==> config.mk <==
export PLATFORM = sky130hd
export DESIGN_NAME = systolic_ctrl
export DESIGN_NICKNAME = d
export VERILOG_FILES = /design/src/rtl/systolic_pkg.sv /design/src/rtl/sync_fifo.sv /design/src/rtl/systolic_ctrl.sv
export SDC_FILE = /design/constraint.sdc
export NUM_CORES = 1
export LEC_CHECK = 0
export CORE_ASPECT_RATIO = 0.5
export CORE_MARGIN = 4
export CORE_UTILIZATION = 48
export DETAILED_ROUTE_END_ITERATION = 6
export PLACE_DENSITY = 0.82
export SLEW_MARGIN = 25
export SYNTH_ARGS = -nofsm -noshare
export SYNTH_HDL_FRONTEND = slang
export SYNTH_SLANG_ARGS = --single-unit
==> constraint.sdc <==
create_clock -name clk -period 4.76 [get_ports clk]
set_input_delay 0.714 -clock clk [delete_from_list [all_inputs] [get_ports clk]]
set_output_delay 0.714 -clock clk [all_outputs]
set_load 0.005 [all_outputs]
==> src/rtl/systolic_pkg.sv <==
// Shared types and default sizes for the systolic array sequencer.
package systolic_pkg;

  localparam int unsigned ArraySize = 4;
  localparam int unsigned DataWidth = 16;
  localparam int unsigned AccWidth  = 32;
  localparam int unsigned IdxWidth  = $clog2(ArraySize);

  typedef enum logic [1:0] {
    StIdle,
    StLoadW,
    StRun,
    StDrain
  } state_e;

endpackage

==> src/rtl/sync_fifo.sv <==
// Synchronous first-word-fall-through FIFO; rdata reads zero while empty.
module sync_fifo #(
  parameter int unsigned WIDTH = 32,
  parameter int unsigned DEPTH = 4
) (
  input  logic                     clk,
  input  logic                     rst_n,
  input  logic                     push,
  input  logic                     pop,
  input  logic [WIDTH-1:0]         wdata,
  output logic [WIDTH-1:0]         rdata,
  output logic                     full,
  output logic                     empty,
  output logic [$clog2(DEPTH):0]   count
);

  localparam int unsigned PW = $clog2(DEPTH);

  logic [WIDTH-1:0] mem_q [DEPTH];
  logic [PW-1:0]    wr_ptr_q, wr_ptr_d;
  logic [PW-1:0]    rd_ptr_q, rd_ptr_d;
  logic [PW:0]      count_q, count_d;
  logic             do_push, do_pop;

  assign empty   = (count_q == '0);
  assign full    = (count_q == (PW+1)'(DEPTH));
  assign count   = count_q;
  assign do_pop  = pop && !empty;
  // A push into a full FIFO is accepted only when a pop frees a slot in the same cycle.
  assign do_push = push && (!full || do_pop);
  assign rdata   = empty ? '0 : mem_q[rd_ptr_q];

  always_comb begin
    wr_ptr_d = wr_ptr_q;
    rd_ptr_d = rd_ptr_q;
    count_d  = count_q;
    if (do_push) wr_ptr_d = wr_ptr_q + 1'b1;
    if (do_pop)  rd_ptr_d = rd_ptr_q + 1'b1;
    case ({do_push, do_pop})
      2'b10:   count_d = count_q + 1'b1;
      2'b01:   count_d = count_q - 1'b1;
      default: count_d = count_q;
    endcase
  end

  always_ff @(posedge clk) begin
    if (!rst_n) begin
      wr_ptr_q <= '0;
      rd_ptr_q <= '0;
      count_q  <= '0;
    end else begin
      wr_ptr_q <= wr_ptr_d;
      rd_ptr_q <= rd_ptr_d;
      count_q  <= count_d;
    end
  end

  always_ff @(posedge clk) begin
    if (do_push) mem_q[wr_ptr_q] <= wdata;
  end

endmodule

==> src/rtl/systolic_ctrl.sv <==
// Sequencer feeding a 4x4 systolic array: weight load, credit-limited activation issue,
// and buffered result return.
module systolic_ctrl
  import systolic_pkg::*;
#(
  parameter int unsigned ARRAY_SIZE = ArraySize,
  parameter int unsigned DATA_WIDTH = DataWidth,
  parameter int unsigned ACC_WIDTH  = AccWidth,
  parameter int unsigned RES_DEPTH  = 4
) (
  input  logic                             clk,
  input  logic                             rst_n,
  input  logic                             start,
  input  logic                             reload_w,
  input  logic [15:0]                      num_vec,
  output logic                             busy,
  output logic                             done,
  input  logic                             w_valid,
  output logic                             w_ready,
  input  logic [DATA_WIDTH-1:0]            w_data,
  input  logic                             a_valid,
  output logic                             a_ready,
  input  logic [ARRAY_SIZE*DATA_WIDTH-1:0] a_data,
  output logic                             r_valid,
  input  logic                             r_ready,
  output logic [ARRAY_SIZE*ACC_WIDTH-1:0]  r_data,
  output logic                             arr_load_weight,
  output logic [$clog2(ARRAY_SIZE)-1:0]    arr_weight_row,
  output logic [$clog2(ARRAY_SIZE)-1:0]    arr_weight_col,
  output logic [DATA_WIDTH-1:0]            arr_weight_data,
  output logic                             arr_valid_in,
  output logic [ARRAY_SIZE*DATA_WIDTH-1:0] arr_act_in,
  input  logic                             arr_valid_out,
  input  logic [ARRAY_SIZE*ACC_WIDTH-1:0]  arr_result_out,
  output logic                             overflow
);

  localparam int unsigned IW = $clog2(ARRAY_SIZE);
  localparam int unsigned WW = $clog2(ARRAY_SIZE * ARRAY_SIZE);
  localparam int unsigned OW = $clog2(RES_DEPTH) + 1;
  localparam int unsigned VW = ARRAY_SIZE * DATA_WIDTH;
  localparam int unsigned RW = ARRAY_SIZE * ACC_WIDTH;
  localparam logic [WW-1:0] WLast = WW'(ARRAY_SIZE * ARRAY_SIZE - 1);

  state_e                state_q, state_d;
  logic [15:0]           num_vec_q, num_vec_d;
  logic [15:0]           issued_q, issued_d;
  logic [WW-1:0]         widx_q, widx_d;
  logic [OW-1:0]         occ_q, occ_d;
  logic                  done_q, done_d;
  logic                  overflow_q, overflow_d;
  logic                  arr_load_weight_q, arr_load_weight_d;
  logic [IW-1:0]         arr_weight_row_q, arr_weight_row_d;
  logic [IW-1:0]         arr_weight_col_q, arr_weight_col_d;
  logic [DATA_WIDTH-1:0] arr_weight_data_q, arr_weight_data_d;
  logic                  arr_valid_in_q, arr_valid_in_d;
  logic [VW-1:0]         arr_act_in_q, arr_act_in_d;

  logic          w_hs, a_hs, r_hs, occ_dec;
  logic          res_full, res_empty;
  logic [OW-1:0] unused_res_count;

  sync_fifo #(
    .WIDTH (RW),
    .DEPTH (RES_DEPTH)
  ) u_res_fifo (
    .clk   (clk),
    .rst_n (rst_n),
    .push  (arr_valid_out),
    .pop   (r_ready),
    .wdata (arr_result_out),
    .rdata (r_data),
    .full  (res_full),
    .empty (res_empty),
    .count (unused_res_count)
  );

  assign busy    = (state_q != StIdle);
  assign done    = done_q;
  assign w_ready = (state_q == StLoadW);
  // Credit check: never issue more vectors than the result FIFO can absorb.
  assign a_ready = (state_q == StRun) && (issued_q < num_vec_q) && (occ_q < OW'(RES_DEPTH));
  assign r_valid = !res_empty;

  assign w_hs    = w_valid && w_ready;
  assign a_hs    = a_valid && a_ready;
  assign r_hs    = r_valid && r_ready;
  // Results left over from an abandoned job may be popped after reset; keep occ from wrapping.
  assign occ_dec = r_hs && (occ_q != '0);

  assign overflow        = overflow_q;
  assign arr_load_weight = arr_load_weight_q;
  assign arr_weight_row  = arr_weight_row_q;
  assign arr_weight_col  = arr_weight_col_q;
  assign arr_weight_data = arr_weight_data_q;
  assign arr_valid_in    = arr_valid_in_q;
  assign arr_act_in      = arr_act_in_q;

  always_comb begin
    state_d           = state_q;
    num_vec_d         = num_vec_q;
    issued_d          = issued_q;
    widx_d            = widx_q;
    done_d            = 1'b0;
    arr_load_weight_d = 1'b0;
    arr_weight_row_d  = arr_weight_row_q;
    arr_weight_col_d  = arr_weight_col_q;
    arr_weight_data_d = arr_weight_data_q;
    arr_valid_in_d    = 1'b0;
    arr_act_in_d      = arr_act_in_q;
    overflow_d        = overflow_q | (arr_valid_out && res_full && !r_hs);

    case ({a_hs, occ_dec})
      2'b10:   occ_d = occ_q + 1'b1;
      2'b01:   occ_d = occ_q - 1'b1;
      default: occ_d = occ_q;
    endcase

    unique case (state_q)
      StIdle: begin
        if (start) begin
          num_vec_d = num_vec;
          issued_d  = '0;
          widx_d    = '0;
          state_d   = reload_w ? StLoadW : StRun;
        end
      end
      StLoadW: begin
        if (w_hs) begin
          arr_load_weight_d = 1'b1;
          arr_weight_row_d  = IW'(32'(widx_q) / ARRAY_SIZE);
          arr_weight_col_d  = IW'(32'(widx_q) % ARRAY_SIZE);
          arr_weight_data_d = w_data;
          if (widx_q == WLast) begin
            widx_d  = '0;
            state_d = StRun;
          end else begin
            widx_d = widx_q + 1'b1;
          end
        end
      end
      StRun: begin
        if (a_hs) begin
          arr_valid_in_d = 1'b1;
          arr_act_in_d   = a_data;
          issued_d       = issued_q + 1'b1;
        end
        if (issued_d >= num_vec_q) state_d = StDrain;
      end
      StDrain: begin
        // Looking at occ_d lets done follow the final pop by one cycle.
        if (occ_d == '0) begin
          state_d = StIdle;
          done_d  = 1'b1;
        end
      end
      default: state_d = StIdle;
    endcase
  end

  always_ff @(posedge clk) begin
    if (!rst_n) begin
      state_q           <= StIdle;
      num_vec_q         <= '0;
      issued_q          <= '0;
      widx_q            <= '0;
      occ_q             <= '0;
      done_q            <= 1'b0;
      overflow_q        <= 1'b0;
      arr_load_weight_q <= 1'b0;
      arr_weight_row_q  <= '0;
      arr_weight_col_q  <= '0;
      arr_weight_data_q <= '0;
      arr_valid_in_q    <= 1'b0;
      arr_act_in_q      <= '0;
    end else begin
      state_q           <= state_d;
      num_vec_q         <= num_vec_d;
      issued_q          <= issued_d;
      widx_q            <= widx_d;
      occ_q             <= occ_d;
      done_q            <= done_d;
      overflow_q        <= overflow_d;
      arr_load_weight_q <= arr_load_weight_d;
      arr_weight_row_q  <= arr_weight_row_d;
      arr_weight_col_q  <= arr_weight_col_d;
      arr_weight_data_q <= arr_weight_data_d;
      arr_valid_in_q    <= arr_valid_in_d;
      arr_act_in_q      <= arr_act_in_d;
    end
  end

endmodule
Word level (Yosys, flattened, before mapping):

Memory sizes are Yosys's and may differ from the RTL's. A register that Yosys moved wholly into a read port is not among the register bits.
Index checks and enable logic that the tools add are counted.

* output and inout bits: 220
* RAM bits: 512
* bits in registers: 136
* word-level logic and storage cells: 98
* input port bits: 232
* memories kept: 1

Memory list
* u_res_fifo.mem_q: depth 4, bits a word 128, read ports 1, clocked after memory_dff 1, wr ports 1, line sync_fifo.sv:19 `logic [WIDTH-1:0] mem_q [DEPTH];`

* magnitude comparators: 3
* reduce and logical (&&, ||, !) cells: 30
* add/sub/neg operators: 8
* muxes and demuxes: 25
* bitwise gates (word level): 1
* equal/unequal tests: 14

Operators by type and width (count)
* $mux 128: 1
* $mux 16: 3
* $pmux 16 s2: 1
* $add 16x1->16 const B: 1
* $ge 16x16->1: 1
* $lt 16x16->1: 1
* $mux 2: 8
* $reduce_and 2->1: 7
* $mux 4: 3
* $pmux 3 s2: 2
* $logic_and 1x1->1: 9
* $eq 2x2->1 const B: 4
* $pmux 2 s4: 1
* $pmux 4 s2: 1
* $reduce_bool 2->1: 4
* $add 3x1->3 const B: 2
* $eq 2x1->1 const B: 3
* $logic_not 3->1: 2
* $ne 2x1->1 const B: 3
* $sub 3x1->3 const B: 2
* $mux 1: 5
* $reduce_and 5->1: 1
* $add 2x1->2 const B: 2
* $add 4x1->4 const B: 1
* 10 further kinds: 13

Logic depth before layout (Yosys ltp):

* depth in word-level cells: 9
* depth in mapped cells: 18
* depth with buffers taken out: 16

Cells and area by module:

Synthesis repeated with hierarchy kept, for this count alone.

* cells, all modules: 1630
* area total of the unflattened synthesis: 25951.1 um^2

Modules (own cells, without submodules)
* sync_fifo: times used 1, seq. area each 15554.9 um^2, area each 20016.7 um^2, cells each 878
* systolic_ctrl: times used 1, seq. area each 2582.5 um^2, area each 5934.4 um^2, cells each 752

Worst setup path after synthesis:

Ideal clock, no wire load.

* kind: in2reg
* from: input r_ready
* to: memory u_res_fifo.mem_q[1][0] in the netlist's numbering, enable pin
* stages: 4
* data required time: 4.258 ns
* buffers on the path: 1
* slack: 0.189 ns
* arrival time: 4.069 ns
* setup time: 0.502 ns
* cells stage by stage: nor4b_1 > nor2b_1 > clkbuf_1 > and2_1

* longest elaborated chain between the ends: 5

Ends and longest elaborated chain
* from (decl): line systolic_ctrl.sv:25 `input logic r_ready,`
* $logic_and 1x1->1: line sync_fifo.sv:28 `assign do_pop = pop && !empty;`
* $logic_or 1x1->1: line sync_fifo.sv:30 `assign do_push = push && (!full || do_pop);`
* $logic_and 1x1->1: line sync_fifo.sv:30
* $mux 1: line sync_fifo.sv:59 `if (do_push) mem_q[wr_ptr_q] <= wdata;`
* $mux 1 (implied by the code): line sync_fifo.sv:59
* to (decl): line sync_fifo.sv:19

No other way between the ends.

Worst setup path in the final report:

* from: register num_vec_q[15]
* to: output a_ready

* longest elaborated chain between the ends: 3

Ends and longest elaborated chain
* from (decl): line systolic_ctrl.sv:46 `logic [15:0] num_vec_q, num_vec_d;`
* from (signal assigned): line systolic_ctrl.sv:178 `num_vec_q <= num_vec_d;`
* $lt 16x16->1: line systolic_ctrl.sv:82 `assign a_ready = (state_q == StRun) && (issued_q < num_vec_q) && (occ_q < OW'(RES_DEPTH));`
* $logic_and 1x1->1 (2 in a row): line systolic_ctrl.sv:82
* to (decl): line systolic_ctrl.sv:22 `output logic a_ready,`

No other way between the ends.

==> flow_summary.yaml <==
setup_path:
  crit_family: "simple AND/OR/NAND/NOR gates"
  r2r.worst_path.cells: 16
  crit_cells: 8
  critPathLaunchType: "register"
  worst-path-buf-inv: 2
  cp_cell_sequence: "inv_1 -> ha_1 -> and4_1 -> o211ai_1 -> o41ai_4 -> or2_1 -> nor2_1 -> clkdlybuf4s50_1"
  worstSetupPathType: "reg2out"
  startpoint: "num_vec_q[15]$_SDFFE_PN0P_"
  r2r_start: "state_q[0]$_SDFFE_PN0P_"
  crit_arrival_ps: 3310
  cp.required_ps: 4050
  worstPathMaxFanout: 17
  cp_slowest_cell: "or2_1"
  max_stage_delay_ps: 550
  reg2reg_to: "state_q[0]$_SDFFE_PN0P_"
  cp-end-kind: "output pin"
  rrSetupSlack_ps: 810
  cp-endpoint: "a_ready"
global_route:
  grt_max_degree: 69
  overflow: 0
  grt_util_all_layers_pct: 21.6
  grt_pass1_wl_um: 94800
  grt_pass1_vias: 15800
  antenna_found_initial: 18
floorplanning:
  rows: 59
  die_w_um: 335
  initial_core_util_pct: 49.0
  dieArea_um2: 57500
  die_h_um: 172
  core_area_um2: 52500
  io_pins: 452
placed_design:
  postPlaceCellArea_um2: 31100
  place_hpwl_um: 41900
  place_inst: 2712
  dp_slack_ps: 847
  io_buffers: 451
  gp_congestion: 0.835
sta:
  rsz0062_at_grt: "no"
  slew_headroom_pct: 40.1
  timing.setup.tns_ps: 0
  clock.fmax_mhz: 248
  worstMarginPinSlew_ps: 896
  final_max_slew_viol_count: 0
  setup_viol_count_final: 0
  fin_crit_ps: 4030
  post-route-period-util_pct: 84.6
  finClkSkew_ps: 44.8
  fin_ws_ps: 734
  finalHoldViolCount: 0
drt:
  vias_per_cell: 5.41
  vias: 15400
  first_iter_violations: 1234
  ant_nets: 0
  dr.pass1.iters: 5
  routedWlPerCell_um: 22.5
  drt_wl_total_um: 63800
  drc: 0
synthesis:
  yosys_warnings: 0
  synth_cells: 1622
  synthTopCellsByCount: "512 x edfxtp_1, 237 x nand2_1, 138 x dfxtp_1"
  ys_seq_area_share_pct: 70.6
  synth_area_leaders: "edfxtp_1 60%, mux4_2 11%, dfxtp_1 11%"
  syn_nets: 1900
  synth_cell_types: 59
  synth-main-ff-cell: "edfxtp_1"
  synth.most_common_cell: "edfxtp_1"
  synth_area_um2: 25700
  syn_avg_cell_area_um2: 15.8
  synth-async-reset-ratio_pct: 0
  synth-seq-cells: 650
  yosys.area.top_type: "edfxtp_1"
  synth_edf_count: 512
  synth_top_area_share_pct: 59.8
final_layout:
  area_delta_synth_final_pct: 28.3
  finalNetCount: 2348
  instances_no_fill: 2837
  multiInputGateArea_um2: 7090
  register_area_um2: 18100
  drive_above_1_share_pct: 12.0
  fin_area_um2: 33000
  n_fill_cell: 3630
clocking:
  clkSlewWorstSetupHoldPaths_ps: 70
  cts_max_level: 2
  cts_tree: "built"
  numCtsBuffers: 57
  clockRootBuffer: "clkbuf_16"
  cts_setup_buffers: 0
  post_cts_resized: 0
  hold_buffers: 0
  clk_latency_ps: 620
  clkSinkCount: 650
  clockBufferDepth: 3
pwr:
  vdd_ir_drop_max_uv: 357
  total_power_mw: 16.4
  leakage_nw: 10.8
  power.density_nw_per_um2: 499
worst_hold_path:
  hp-class: "reg2reg"
  hold_path_startpoint: "arr_act_in[1]$_SDFFE_PN0P_"
flow_run:
  maxCapViolations: 0
status:
  outcome: "complete, no violations"
per-layer routing:
metal / part of all wire, % / wire (µm) / track usage [%] / up-vias
li1: - / - / - / 7005
met1: 37 / 23700 / 25.3 / 7740
met2: 54 / 34200 / 38.1 / 453
met3: 4.3 / 2720 / 3.87 / 162
met4: 5.0 / 3160 / 12.3 / 0
met5: 0 / 0 / 0 / -
cell usage in the layout, fill, tap and decap left out, types with 15 or more instances in the layout:
master           Yosys  final
a21oi_1            120    120
nand3_1             16     16
and2_1             137    133
clkbuf_16            0     58
nand2_1            237    237
ha_1                44     44
buf_4                0     17
clkdlybuf4s50_1      0    451
dfxtp_1            138    136
nor2_1              31     31
inv_1               30     29
xor2_1              15     15
edfxtp_1           512    512
diode_2              0     18
mux4_2             128    128
area by class of cell:
type | count | share of cell area (%)
sequential | 650 | 55.0
multi-input combinational | 852 | 21.5
timing repair buffer | 478 | 14.7
clock buffer | 73 | 4.60
tap | 701 | 2.66
clock inverter | 34 | 1.00
inverter | 31 | 0.357
antenna | 18 | 0.137
registers in the layout, indices dropped and copies added (netlist names), 3 cells and up, named ones only:
| register | flops |
|---|---|
| arr_act_in | 64 |
| arr_weight_data | 16 |
| issued_q | 16 |
| num_vec_q | 16 |
| occ_q | 3 |
| u_res_fifo.count | 3 |
| u_res_fifo.mem_q | 512 |
| widx_q | 4 |
metrics by stage:
stage	hold slack [ps]	utilization, %
6_report	453	62.8
3_5_place_dp	446	59.2
5_1_grt	472	62.8
2_1_floorplan	436	-
3_3_place_gp	441	59.2
4_1_cts	455	62.7
how the worst min path moves through the flow:
stage	end	slack, ps	cells past startpoint
4_1_cts	arr_act_in[57]$_SDFFE_PN0P_	450	2
5_1_grt	num_vec_q[12]$_SDFFE_PN0P_	470	2
6_report	arr_act_in[1]$_SDFFE_PN0P_	450	2
3_3_place_gp	arr_act_in[57]$_SDFFE_PN0P_	440	2
2_1_floorplan	num_vec_q[10]$_SDFFE_PN0P_	440	2
3_5_place_dp	arr_act_in[8]$_SDFFE_PN0P_	450	2
cell families (layout without fill, tap and decap cells):
group | after synthesis | after routing | share of synthesized area (%)
buffers and inverters | 120 | 616 | 1.88
adder cells (fa/ha/maj) | 46 | 46 | 2.30
AND/OR/NAND/NOR | 476 | 476 | 9.01
multiplexers | 131 | 131 | 11.3
other | 0 | 18 | 0
AO/OA/AOI/OAI | 175 | 175 | 4.05
XOR/XNOR | 24 | 24 | 0.818
flip-flops | 650 | 650 | 70.6
worst min-delay path, cell delays in order, from the launching register on:
cell and delay (ps):
dfxtp_1 300, nand2_1 50, a21oi_1 50
report_power, final:
group	total [mW]	switching (mW)	leakage (nW)	internal (mW)
sequential	6.86	0.231	5.82	6.63
clock	4.62	2.08	0.900	2.54
combinational	4.97	2.35	4.12	2.62
total	16.4	4.66	10.8	11.8
Power figures use the tool's default switching activity.
